--- config.mk ---
export PLATFORM = sky130hd
export DESIGN_NAME = logic_unit_arbiter_flat
export DESIGN_NICKNAME = d
export VERILOG_FILES = /design/src/rtl/logic_unit_arbiter_if.sv /design/src/rtl/logic_unit_arbiter.sv /design/src/flat_wrapper.sv
export SDC_FILE = /design/constraint.sdc
export NUM_CORES = 1
export LEC_CHECK = 0
export CAP_MARGIN = 5
export CORE_UTILIZATION = 40
export DETAILED_ROUTE_END_ITERATION = 8
export PLACE_DENSITY = 0.78
export SLEW_MARGIN = 25
export SYNTH_ARGS = -nofsm -noshare
export SYNTH_HDL_FRONTEND = slang
export SYNTH_SLANG_ARGS = --single-unit
--- constraint.sdc ---
create_clock -name clk -period 2.4 [get_ports clk]
set_input_delay 0.36 -clock clk [delete_from_list [all_inputs] [get_ports clk]]
set_output_delay 0.36 -clock clk [all_outputs]
set_load 0.02 [all_outputs]
--- src/rtl/logic_unit_arbiter_if.sv ---
// ----------------------------------------------------------------------------
// logic_unit_arbiter_if
// Handshake and data bundle for the shared logical-unit arbiter.
//   req0_* / req1_* : requester side (valid/ready, op, operands a/b)
//   resp_*          : result side (valid/ready, requester tag, result)
//   busy            : result is held because the consumer is stalling
// Modports:
//   slave  - the arbiter (consumes requests, produces results)
//   master - the surroundings (issue logic and writeback consumer)
// ----------------------------------------------------------------------------
interface logic_unit_arbiter_if #(
    parameter int WIDTH = 64
);
    logic             req0_valid;
    logic             req0_ready;
    logic [1:0]       req0_op;
    logic [WIDTH-1:0] req0_a;
    logic [WIDTH-1:0] req0_b;

    logic             req1_valid;
    logic             req1_ready;
    logic [1:0]       req1_op;
    logic [WIDTH-1:0] req1_a;
    logic [WIDTH-1:0] req1_b;

    logic             resp_valid;
    logic             resp_ready;
    logic             resp_id;
    logic [WIDTH-1:0] resp_result;
    logic             busy;

    modport slave (
        input  req0_valid, req0_op, req0_a, req0_b,
        input  req1_valid, req1_op, req1_a, req1_b,
        input  resp_ready,
        output req0_ready, req1_ready,
        output resp_valid, resp_id, resp_result, busy
    );

    modport master (
        output req0_valid, req0_op, req0_a, req0_b,
        output req1_valid, req1_op, req1_a, req1_b,
        output resp_ready,
        input  req0_ready, req1_ready,
        input  resp_valid, resp_id, resp_result, busy
    );
endinterface

--- src/rtl/logic_unit_arbiter.sv ---
// ----------------------------------------------------------------------------
// logic_unit_arbiter
// Shares one WIDTH-bit logical unit (AND/OR/XOR/XNOR) between two requesters
// with round-robin arbitration and a single registered result slot that can
// be refilled in the same cycle it is drained (one op per cycle, no bubble).
//
// Ports:
//   clk         - system clock, rising edge
//   rst_n       - asynchronous active-low reset
//   bus         - logic_unit_arbiter_if.slave (requests, result, busy)
//   grant_cnt0  - (LOGIC_ARB_STATS_EN only) saturating accept count, req 0
//   grant_cnt1  - (LOGIC_ARB_STATS_EN only) saturating accept count, req 1
//
// Optional feature macro: LOGIC_ARB_STATS_EN adds the two 16-bit counters.
// NREQ is fixed at 2; any other value is rejected at elaboration.
// ----------------------------------------------------------------------------
module logic_unit_arbiter #(
    parameter int WIDTH = 64,
    parameter int NREQ  = 2
) (
    input  logic                    clk,
    input  logic                    rst_n,
    logic_unit_arbiter_if.slave     bus
`ifdef LOGIC_ARB_STATS_EN
    ,
    output logic [15:0]             grant_cnt0,
    output logic [15:0]             grant_cnt1
`endif
);

    if (NREQ != 2) begin : g_nreq_check
        $error("logic_unit_arbiter supports NREQ == 2 only");
    end

    typedef enum logic {
        IDLE = 1'b0,   // result register empty
        HOLD = 1'b1    // result register full
    } state_t;

    state_t           state, state_nxt;
    logic             last_grant;
    logic             grant;
    logic             can_accept;
    logic             accept;
    logic [1:0]       sel_op;
    logic [WIDTH-1:0] sel_a, sel_b;
    logic [WIDTH-1:0] op_res;

    // Round-robin pick: a lone requester always wins; on a tie the one that
    // did not win last time goes.
    always_comb begin
        // NOTE: every always_comb output gets a default first so no path
        // through the block leaves it unassigned (which would infer a latch).
        grant = 1'b0;
        if (bus.req0_valid && bus.req1_valid) begin
            grant = ~last_grant;
        end else if (bus.req1_valid) begin
            grant = 1'b1;
        end
    end

    // The slot can take a new op when empty, or when full but being drained
    // this very cycle. Readies are forced low while reset is asserted.
    assign can_accept     = (state == IDLE) || bus.resp_ready;
    assign bus.req0_ready = rst_n && can_accept && !grant;
    assign bus.req1_ready = rst_n && can_accept &&  grant;
    assign accept         = (bus.req0_valid && bus.req0_ready) ||
                            (bus.req1_valid && bus.req1_ready);

    // Operand mux and the logical unit itself (pure bitwise, no carries).
    always_comb begin
        sel_op = grant ? bus.req1_op : bus.req0_op;
        sel_a  = grant ? bus.req1_a  : bus.req0_a;
        sel_b  = grant ? bus.req1_b  : bus.req0_b;
        unique case (sel_op)
            2'b00:   op_res = sel_a & sel_b;
            2'b01:   op_res = sel_a | sel_b;
            2'b10:   op_res = sel_a ^ sel_b;
            default: op_res = ~(sel_a ^ sel_b);
        endcase
    end

    // Next state: any accept fills (or refills) the slot; a drain without a
    // refill empties it.
    always_comb begin
        state_nxt = state;
        if (accept) begin
            state_nxt = HOLD;
        end else if (state == HOLD && bus.resp_ready) begin
            state_nxt = IDLE;
        end
    end

    always_ff @(posedge clk or negedge rst_n) begin
        if (!rst_n) begin
            // NOTE: the result register is reset too, so a discarded result
            // never leaks out as stale data after reset.
            state           <= IDLE;
            last_grant      <= 1'b1;
            bus.resp_id     <= 1'b0;
            bus.resp_result <= '0;
        end else begin
            // NOTE: sequential state uses non-blocking assignments so every
            // register samples the pre-edge values regardless of order.
            state <= state_nxt;
            if (accept) begin
                bus.resp_result <= op_res;
                bus.resp_id     <= grant;
                last_grant      <= grant;
            end
        end
    end

    assign bus.resp_valid = (state == HOLD);
    assign bus.busy       = (state == HOLD) && !bus.resp_ready;

`ifdef LOGIC_ARB_STATS_EN
    // Per-requester accept counters, saturating at all-ones.
    always_ff @(posedge clk or negedge rst_n) begin
        if (!rst_n) begin
            grant_cnt0 <= '0;
            grant_cnt1 <= '0;
        end else if (accept) begin
            if (!grant && grant_cnt0 != 16'hFFFF) grant_cnt0 <= grant_cnt0 + 16'd1;
            if ( grant && grant_cnt1 != 16'hFFFF) grant_cnt1 <= grant_cnt1 + 16'd1;
        end
    end
`endif

endmodule

--- src/flat_wrapper.sv ---
// flat-port wrapper written by rule: the top's interface ports become plain ports
module logic_unit_arbiter_flat 
#(
    parameter int WIDTH = 64,
    parameter int NREQ  = 2
)
  (clk, rst_n, bus_req0_valid, bus_req0_op, bus_req0_a, bus_req0_b, bus_req1_valid, bus_req1_op, bus_req1_a, bus_req1_b, bus_resp_ready, bus_req0_ready, bus_req1_ready, bus_resp_valid, bus_resp_id, bus_resp_result, bus_busy);
  logic_unit_arbiter_if #(.WIDTH(WIDTH)) bus_i ();
  input  logic clk;
  input  logic rst_n;
  input wire logic [$bits(bus_i.req0_valid)-1:0] bus_req0_valid;
  input wire logic [$bits(bus_i.req0_op)-1:0] bus_req0_op;
  input wire logic [$bits(bus_i.req0_a)-1:0] bus_req0_a;
  input wire logic [$bits(bus_i.req0_b)-1:0] bus_req0_b;
  input wire logic [$bits(bus_i.req1_valid)-1:0] bus_req1_valid;
  input wire logic [$bits(bus_i.req1_op)-1:0] bus_req1_op;
  input wire logic [$bits(bus_i.req1_a)-1:0] bus_req1_a;
  input wire logic [$bits(bus_i.req1_b)-1:0] bus_req1_b;
  input wire logic [$bits(bus_i.resp_ready)-1:0] bus_resp_ready;
  output wire logic [$bits(bus_i.req0_ready)-1:0] bus_req0_ready;
  output wire logic [$bits(bus_i.req1_ready)-1:0] bus_req1_ready;
  output wire logic [$bits(bus_i.resp_valid)-1:0] bus_resp_valid;
  output wire logic [$bits(bus_i.resp_id)-1:0] bus_resp_id;
  output wire logic [$bits(bus_i.resp_result)-1:0] bus_resp_result;
  output wire logic [$bits(bus_i.busy)-1:0] bus_busy;
  assign bus_i.req0_valid = bus_req0_valid;
  assign bus_i.req0_op = bus_req0_op;
  assign bus_i.req0_a = bus_req0_a;
  assign bus_i.req0_b = bus_req0_b;
  assign bus_i.req1_valid = bus_req1_valid;
  assign bus_i.req1_op = bus_req1_op;
  assign bus_i.req1_a = bus_req1_a;
  assign bus_i.req1_b = bus_req1_b;
  assign bus_i.resp_ready = bus_resp_ready;
  assign bus_req0_ready = bus_i.req0_ready;
  assign bus_req1_ready = bus_i.req1_ready;
  assign bus_resp_valid = bus_i.resp_valid;
  assign bus_resp_id = bus_i.resp_id;
  assign bus_resp_result = bus_i.resp_result;
  assign bus_busy = bus_i.busy;
  logic_unit_arbiter #(.WIDTH(WIDTH), .NREQ(NREQ)) u_core (.clk(clk), .rst_n(rst_n), .bus(bus_i));
endmodule
=== Word-level counts from Yosys, hierarchy flattened ===
Cells that the tools add are included.

* Flip-flop bits (word level): 67
* Input bits: 265
* Output and inout bits: 69
* Logic and storage cells: 34

* Equality and inequality tests: 2
* Muxes and demuxes: 8
* Bitwise operators: 6
* Reduce and logical (&&, ||, !) cells: 14

{| class="wikitable"
|+ Operator list
! operator !! number
|-
| $pmux W64 S3 || 1
|-
| $mux W64 || 2
|-
| $and A64 B64 Y64 || 1
|-
| $not A64 Y64 || 1
|-
| $or A64 B64 Y64 || 1
|-
| $xor A64 B64 Y64 || 1
|-
| $logic_and A1 B1 Y1 || 8
|-
| $mux W1 || 4
|-
| $eq A2 B1 Y1 const B || 1
|-
| $eq A2 B2 Y1 const B || 1
|-
| $logic_not A1 Y1 || 2
|-
| $logic_not A2 Y1 || 1
|-
| $logic_or A1 B1 Y1 || 2
|-
| $mux W2 || 1
|-
| $not A1 Y1 || 2
|-
| $reduce_bool A2 Y1 || 1
|}

=== Longest topological paths before layout ===
* Word-level depth: 7
* Gate-level depth with buffers: 10
* Depth with buffers taken out: 7

=== Worst setup path before layout ===
Ideal clock, no wire load.

* Kind: input -> register
* Start point: in bus_req1_valid
* End point: reg u_core.bus.resp_result[35]
* Library setup time: 0.090 ns
* Arrival time: 2.119 ns
* Required time: 2.310 ns
* Slack: 0.191 ns
* Cell stages on the path: 9
* Path buffers: 3
* Path through: a21boi_2 > buf_6 > buf_2 > buf_2 > mux2_2 > inv_1 > ha_1 > or3_1 > o2111ai_1

* Word-level cells in the longest chain between the ends: 6
* Elaborated cells on any way between the ends: 20
* Classes of those cells: eq/ne (2); mux (6); bitwise (4); reduce/logical (8)

{| class="wikitable"
|+ RTL lines
! item !! RTL line !! text
|-
| start: declaration || flat_wrapper.sv:15 || <nowiki>input wire logic [$bits(bus_i.req1_valid)-1:0] bus_req1_valid;</nowiki>
|-
| $mux W1 or $logic_and A1 B1 Y1 (tied branches) || logic_unit_arbiter.sv:57, logic_unit_arbiter.sv:55 ||
|-
| $mux W1 || logic_unit_arbiter.sv:55 || <nowiki>if (bus.req0_valid && bus.req1_valid) begin</nowiki>
|-
| $mux W64 (tied with other cells) || logic_unit_arbiter.sv:73 || <nowiki>sel_a = grant ? bus.req1_a : bus.req0_a;</nowiki>
|-
| $xor A64 B64 Y64 or $logic_and A1 B1 Y1 (tied branches) || logic_unit_arbiter.sv:78, logic_unit_arbiter.sv:79, logic_unit_arbiter.sv:65 ||
|-
| $not A64 Y64 or $logic_and A1 B1 Y1 (tied branches) || logic_unit_arbiter.sv:79, logic_unit_arbiter.sv:67 ||
|-
| $pmux W64 S3 or $logic_or A1 B1 Y1 (tied branches) || logic_unit_arbiter.sv:75, logic_unit_arbiter.sv:67 ||
|-
| end signal: assignment || logic_unit_arbiter.sv:107 || <nowiki>bus.resp_result <= op_res;</nowiki>
|-
| end: declaration || logic_unit_arbiter_if.sv:37 || <nowiki>output resp_valid, resp_id, resp_result, busy</nowiki>
|}

Several ways; a longest one is shown, not always the timed one.
A chain may end at the register's enable or synchronous reset.

=== Worst setup path in the final report ===
* Start point: reg u_core.last_grant
* End point: reg u_core.bus.resp_result[51]

* Word-level cells in the longest chain between the ends: 6
* Elaborated cells on any way between the ends: 19
* Classes of those cells: eq/ne (2); mux (5); bitwise (5); reduce/logical (7)

{| class="wikitable"
|+ RTL lines
! item !! RTL line !! text
|-
| start: declaration || logic_unit_arbiter.sv:41 || <nowiki>logic last_grant;</nowiki>
|-
| start signal: assignment || logic_unit_arbiter.sv:109 || <nowiki>last_grant <= grant;</nowiki>
|-
| $not A1 Y1 (*) || logic_unit_arbiter.sv:56 || <nowiki>grant = ~last_grant;</nowiki>
|-
| $mux W1 (*) || logic_unit_arbiter.sv:55 ||
|-
| $mux W64 (tied with other cells) || logic_unit_arbiter.sv:73 ||
|-
| $xor A64 B64 Y64 or $logic_and A1 B1 Y1 (tied branches) || logic_unit_arbiter.sv:78, logic_unit_arbiter.sv:79, logic_unit_arbiter.sv:65 ||
|-
| $not A64 Y64 or $logic_and A1 B1 Y1 (tied branches) || logic_unit_arbiter.sv:79, logic_unit_arbiter.sv:67 ||
|-
| $pmux W64 S3 or $logic_or A1 B1 Y1 (tied branches) || logic_unit_arbiter.sv:75, logic_unit_arbiter.sv:67 ||
|}

Every way passes the cells marked *; elsewhere a longest branch is shown, timed or not.

==> summary.txt <==
Timing
  • Fin Clk Skew: around 0.0066 ns
  • Count of endpoints failing hold in the final timing report: 0
  • Worst slack on hold paths: 0.4110 ns
  • Tmin final: approximately 2.3 ns
  • RSZ-0062 raised after global routing: no
  • Final worst-path setup slack: just over 0.08 ns
  • Fin crit share: 0.9661
  • Worst-margin pin slew: 0.6031 ns
  • Max_slew headroom: 0.5979
  • Finish-stage setup viols: 0
  • Maximum frequency from static timing analysis: about 430 MHz
  • Number of pins exceeding their max-slew limit in the final report: 0

Drt
  • DR pass1 iterations: 4
  • Met2 wire len: roughly 13 mm
  • 1st-iter DRT viols: around 270
  • Average routed wire per standard cell: between 15 and 20 um
  • Total wire length after detailed routing: approximately 25 mm
  • Wire length the detailed router placed on met1: slightly below 10 mm
  • Highest routed layer: met5
  • Length of routed met3 wiring: slightly below 2 mm
  • Total via count after detailed routing: between 7,000 and 8,000
  • Via/cell ratio: 5.121
  • DRC errors left: 0
  • Count of nets left with antenna violations after detail routing: 0

Finish
  • Ratio of cells with drive above 1 in the final layout: 0.1159
  • Area growth syn-to-layout: 54.55%
  • Number of cells in the finished layout apart from fillers: ~1,500
  • Commonest cells after routing, fill and taps aside: sky130_fd_sc_hd__clkdlybuf4s50_1 (328), sky130_fd_sc_hd__inv_1 (193), sky130_fd_sc_hd__ha_1 (128)
  • Net count of the finished layout: approximately 1,600
  • Most common cell after layout, fill and taps aside: sky130_fd_sc_hd__clkdlybuf4s50_1
  • Fillers: between 1,500 and 2,000
  • Final instance area: about 12,000 sq um
  • Number of diodes: 0

Logic synthesis
  • Share of flip-flops with an asynchronous set or reset: 1.000
  • Synthesized Nets: 1,313
  • Fraction of the yosys area taken by sequential cells: 0.2088
  • Area of the mapped netlist: around 8000 sq um
  • Total number of yosys warnings: 0
  • Post-synthesis area per instance: ~8.7 sq um
  • Synth Register Bits: 67
  • Ys flop type: sky130_fd_sc_hd__dfrtp_1
  • Post-synthesis cell count: 920
  • Number of flops mapped to enable cells by yosys: 0
  • Distinct cell type count of the synthesized netlist: 24

GRT
  • Wire length of the first global-routing pass: around 38 mm
  • Antenna violations before repair: 1
  • Vias in the first global route: between 7,000 and 8,000
  • Largest net degree at the start of global routing: 55
  • Residual overflow from global routing: 0
  • Combined global-route utilization of all metal layers: 0.2353

Hold path
  • Hold Crit Class: in -> async

Worst setup path
  • Crit path arrival time: 2.57 ns
  • End of the worst register-to-register path: u_core.bus.resp_result[51]$_DFFE_PN0P_
  • Required time at the endpoint of the critical path: approximately 2.7 ns
  • Worst-case reg-to-reg path depth: 10
  • Setup Crit Path Kind: reg -> reg
  • Worst setup EP type: register
  • Setup slack of the worst register-to-register path: between 0.08 and 0.09 ns
  • Startpoint of the most critical register-to-register path: u_core.last_grant$_DFFE_PN1P_
  • Setup crit start kind: register
  • Crit path max fanout: 8

Clock tree
  • Maximum clock path buffer count: 2
  • Clk pin slew, worst setup/hold paths: 0.06 ns
  • Clock tree from TritonCTS: built
  • Clock buffer count from CTS: 9
  • H-tree depth reported by CTS: 3
  • Cell at the root of the clock tree: sky130_fd_sc_hd__clkbuf_16
  • Worst skew pair latency: between 0.3 and 0.4 ns
  • Sink Count: 67

Floorplanning
  • Core area: approximately 20,000 sq um
  • Row count: just over 50
  • Area of the die: just over 20,000 sq um
  • I/O pin count: around 330
  • Chip Height: 143.7 um
  • Die width: 143.7 um
  • Starting utilization of the core area: 0.4102

Placed design
  • Detailed Place HPWL: between 15 and 20 mm
  • Cell Count Post-Placement: around 1,500
  • Instance area at placement: 11,890 sq um
  • Placement Setup Slack: -0.3089 ns
  • GPL Wtd Cong: around 0.80
  • # port buffers: approximately 330

Outcome
  • Status: finished, final reports clean

Pwr
  • Leakage power total: approximately 6 nW
  • Power per Cell Area: between 500 and 600 nW/um^2
  • Worst VDD drop: roughly 0.28 mV

Run
  • Max-cap check violation count: 0
[synth_stat cells (all sizes together), types with 2 or more instances]
cell type	instances	area (sq um)
nand3	66	330.3
dfrtp	66	1652
or3	64	400.4
a32oi	7	61.31
clkbuf	20	75.07
and3	3	18.77
nand2b	4	25.02
o2111ai	57	499.2
mux2i	129	1304
nand2	69	259.0
a21o	2	15.01
ha	128	1602
buf	42	272.8
inv	193	724.4
mux2	66	750.7
[worst max path at each step]
stage	from	endpoint	slack, ns	cells past startpoint
2_1_floorplan	bus_req1_valid	u_core.bus.resp_result[35]$_DFFE_PN0P_	0.19	9
4_1_cts	u_core.last_grant$_DFFE_PN1P_	bus_req0_ready	0.02	5
6_report	u_core.last_grant$_DFFE_PN1P_	u_core.bus.resp_result[51]$_DFFE_PN0P_	0.08	10
3_5_place_dp	bus_req1_valid	u_core.bus.resp_result[14]$_DFFE_PN0P_	-0.31	9
3_3_place_gp	bus_req1_valid	u_core.bus.resp_result[3]$_DFFE_PN0P_	-0.33	9
5_1_grt	u_core.last_grant$_DFFE_PN1P_	u_core.bus.resp_result[51]$_DFFE_PN0P_	0.02	10
[worst max-delay path, stage by stage, from the launching register on]
cell,delay [ns]
sky130_fd_sc_hd__dfstp_2,0.56
sky130_fd_sc_hd__a21boi_4,0.08
sky130_fd_sc_hd__buf_12,0.15
sky130_fd_sc_hd__buf_12,0.12
sky130_fd_sc_hd__clkbuf_16,0.16
sky130_fd_sc_hd__buf_4,0.14
sky130_fd_sc_hd__mux2_2,0.28
sky130_fd_sc_hd__inv_1,0.06
sky130_fd_sc_hd__ha_1,0.23
sky130_fd_sc_hd__or3_1,0.37
sky130_fd_sc_hd__o2111ai_1,0.09
[final cells by class]
type                       count  area (sq um)  share of cell area
tap                          265         331.6             0.02669
timing repair buffer         387          4056              0.3266
clock buffer                  13         260.3             0.02095
multi-input combinational    598          5335              0.4295
inverter                     193         724.4             0.05833
sequential                    67          1678              0.1351
clock inverter                 2         35.03            0.002821
[per-stage QoR]
stage	util	TNS, ns	power (mW)
floorplan	-	0	3.416
global placement	0.6069	-14.25	4.979
detailed placement	0.6069	-17.32	5.066
CTS	0.6225	0	6.460
global route	0.6340	0	6.917
finish	0.6340	0	6.494
[timing repair]
action                                  in CTS  in global routing
endpoints found under the setup margin       1                 41
pin swaps                                    0                  1
buffers inserted                             0                  9
endpoints found under the hold margin        4                  0
resized for setup                            1                 11
hold buffers                                 1                  0
gates cloned                                 0                  4
[flip-flops by register name, summed over array words and instances, names as in the netlist]
signal,count
u_core.bus.resp_result,64
u_core.bus.resp_id,1
u_core.bus.resp_valid,1
u_core.last_grant,1
[layer usage]
metal	GRT usage	vias to the layer above
met2	0.4356	287
met1	0.2600	3687
met5	0	-
met4	0.06775	2
met3	0.06465	36
li1	-	3797
[cells by family (layout without fill, tap and decap cells)]
group,after synthesis,count (layout),share of synthesized area
buffers and inverters,255,595,0.1334
flip-flops,67,67,0.2088
multiplexers,195,195,0.2556
AND/OR/NAND/NOR,208,208,0.1298
adder cells (fa/ha/maj),128,128,0.1993
AO/OA/AOI/OAI,67,67,0.07302
[where the power goes]
group	switching, mW	internal, mW	leakage [nW]
clock network	0.503	0.855	0.146
logic	1.69	1.80	5.02
registers	0.193	1.45	0.823
Note: power is estimated with default switching activity, not from simulation.
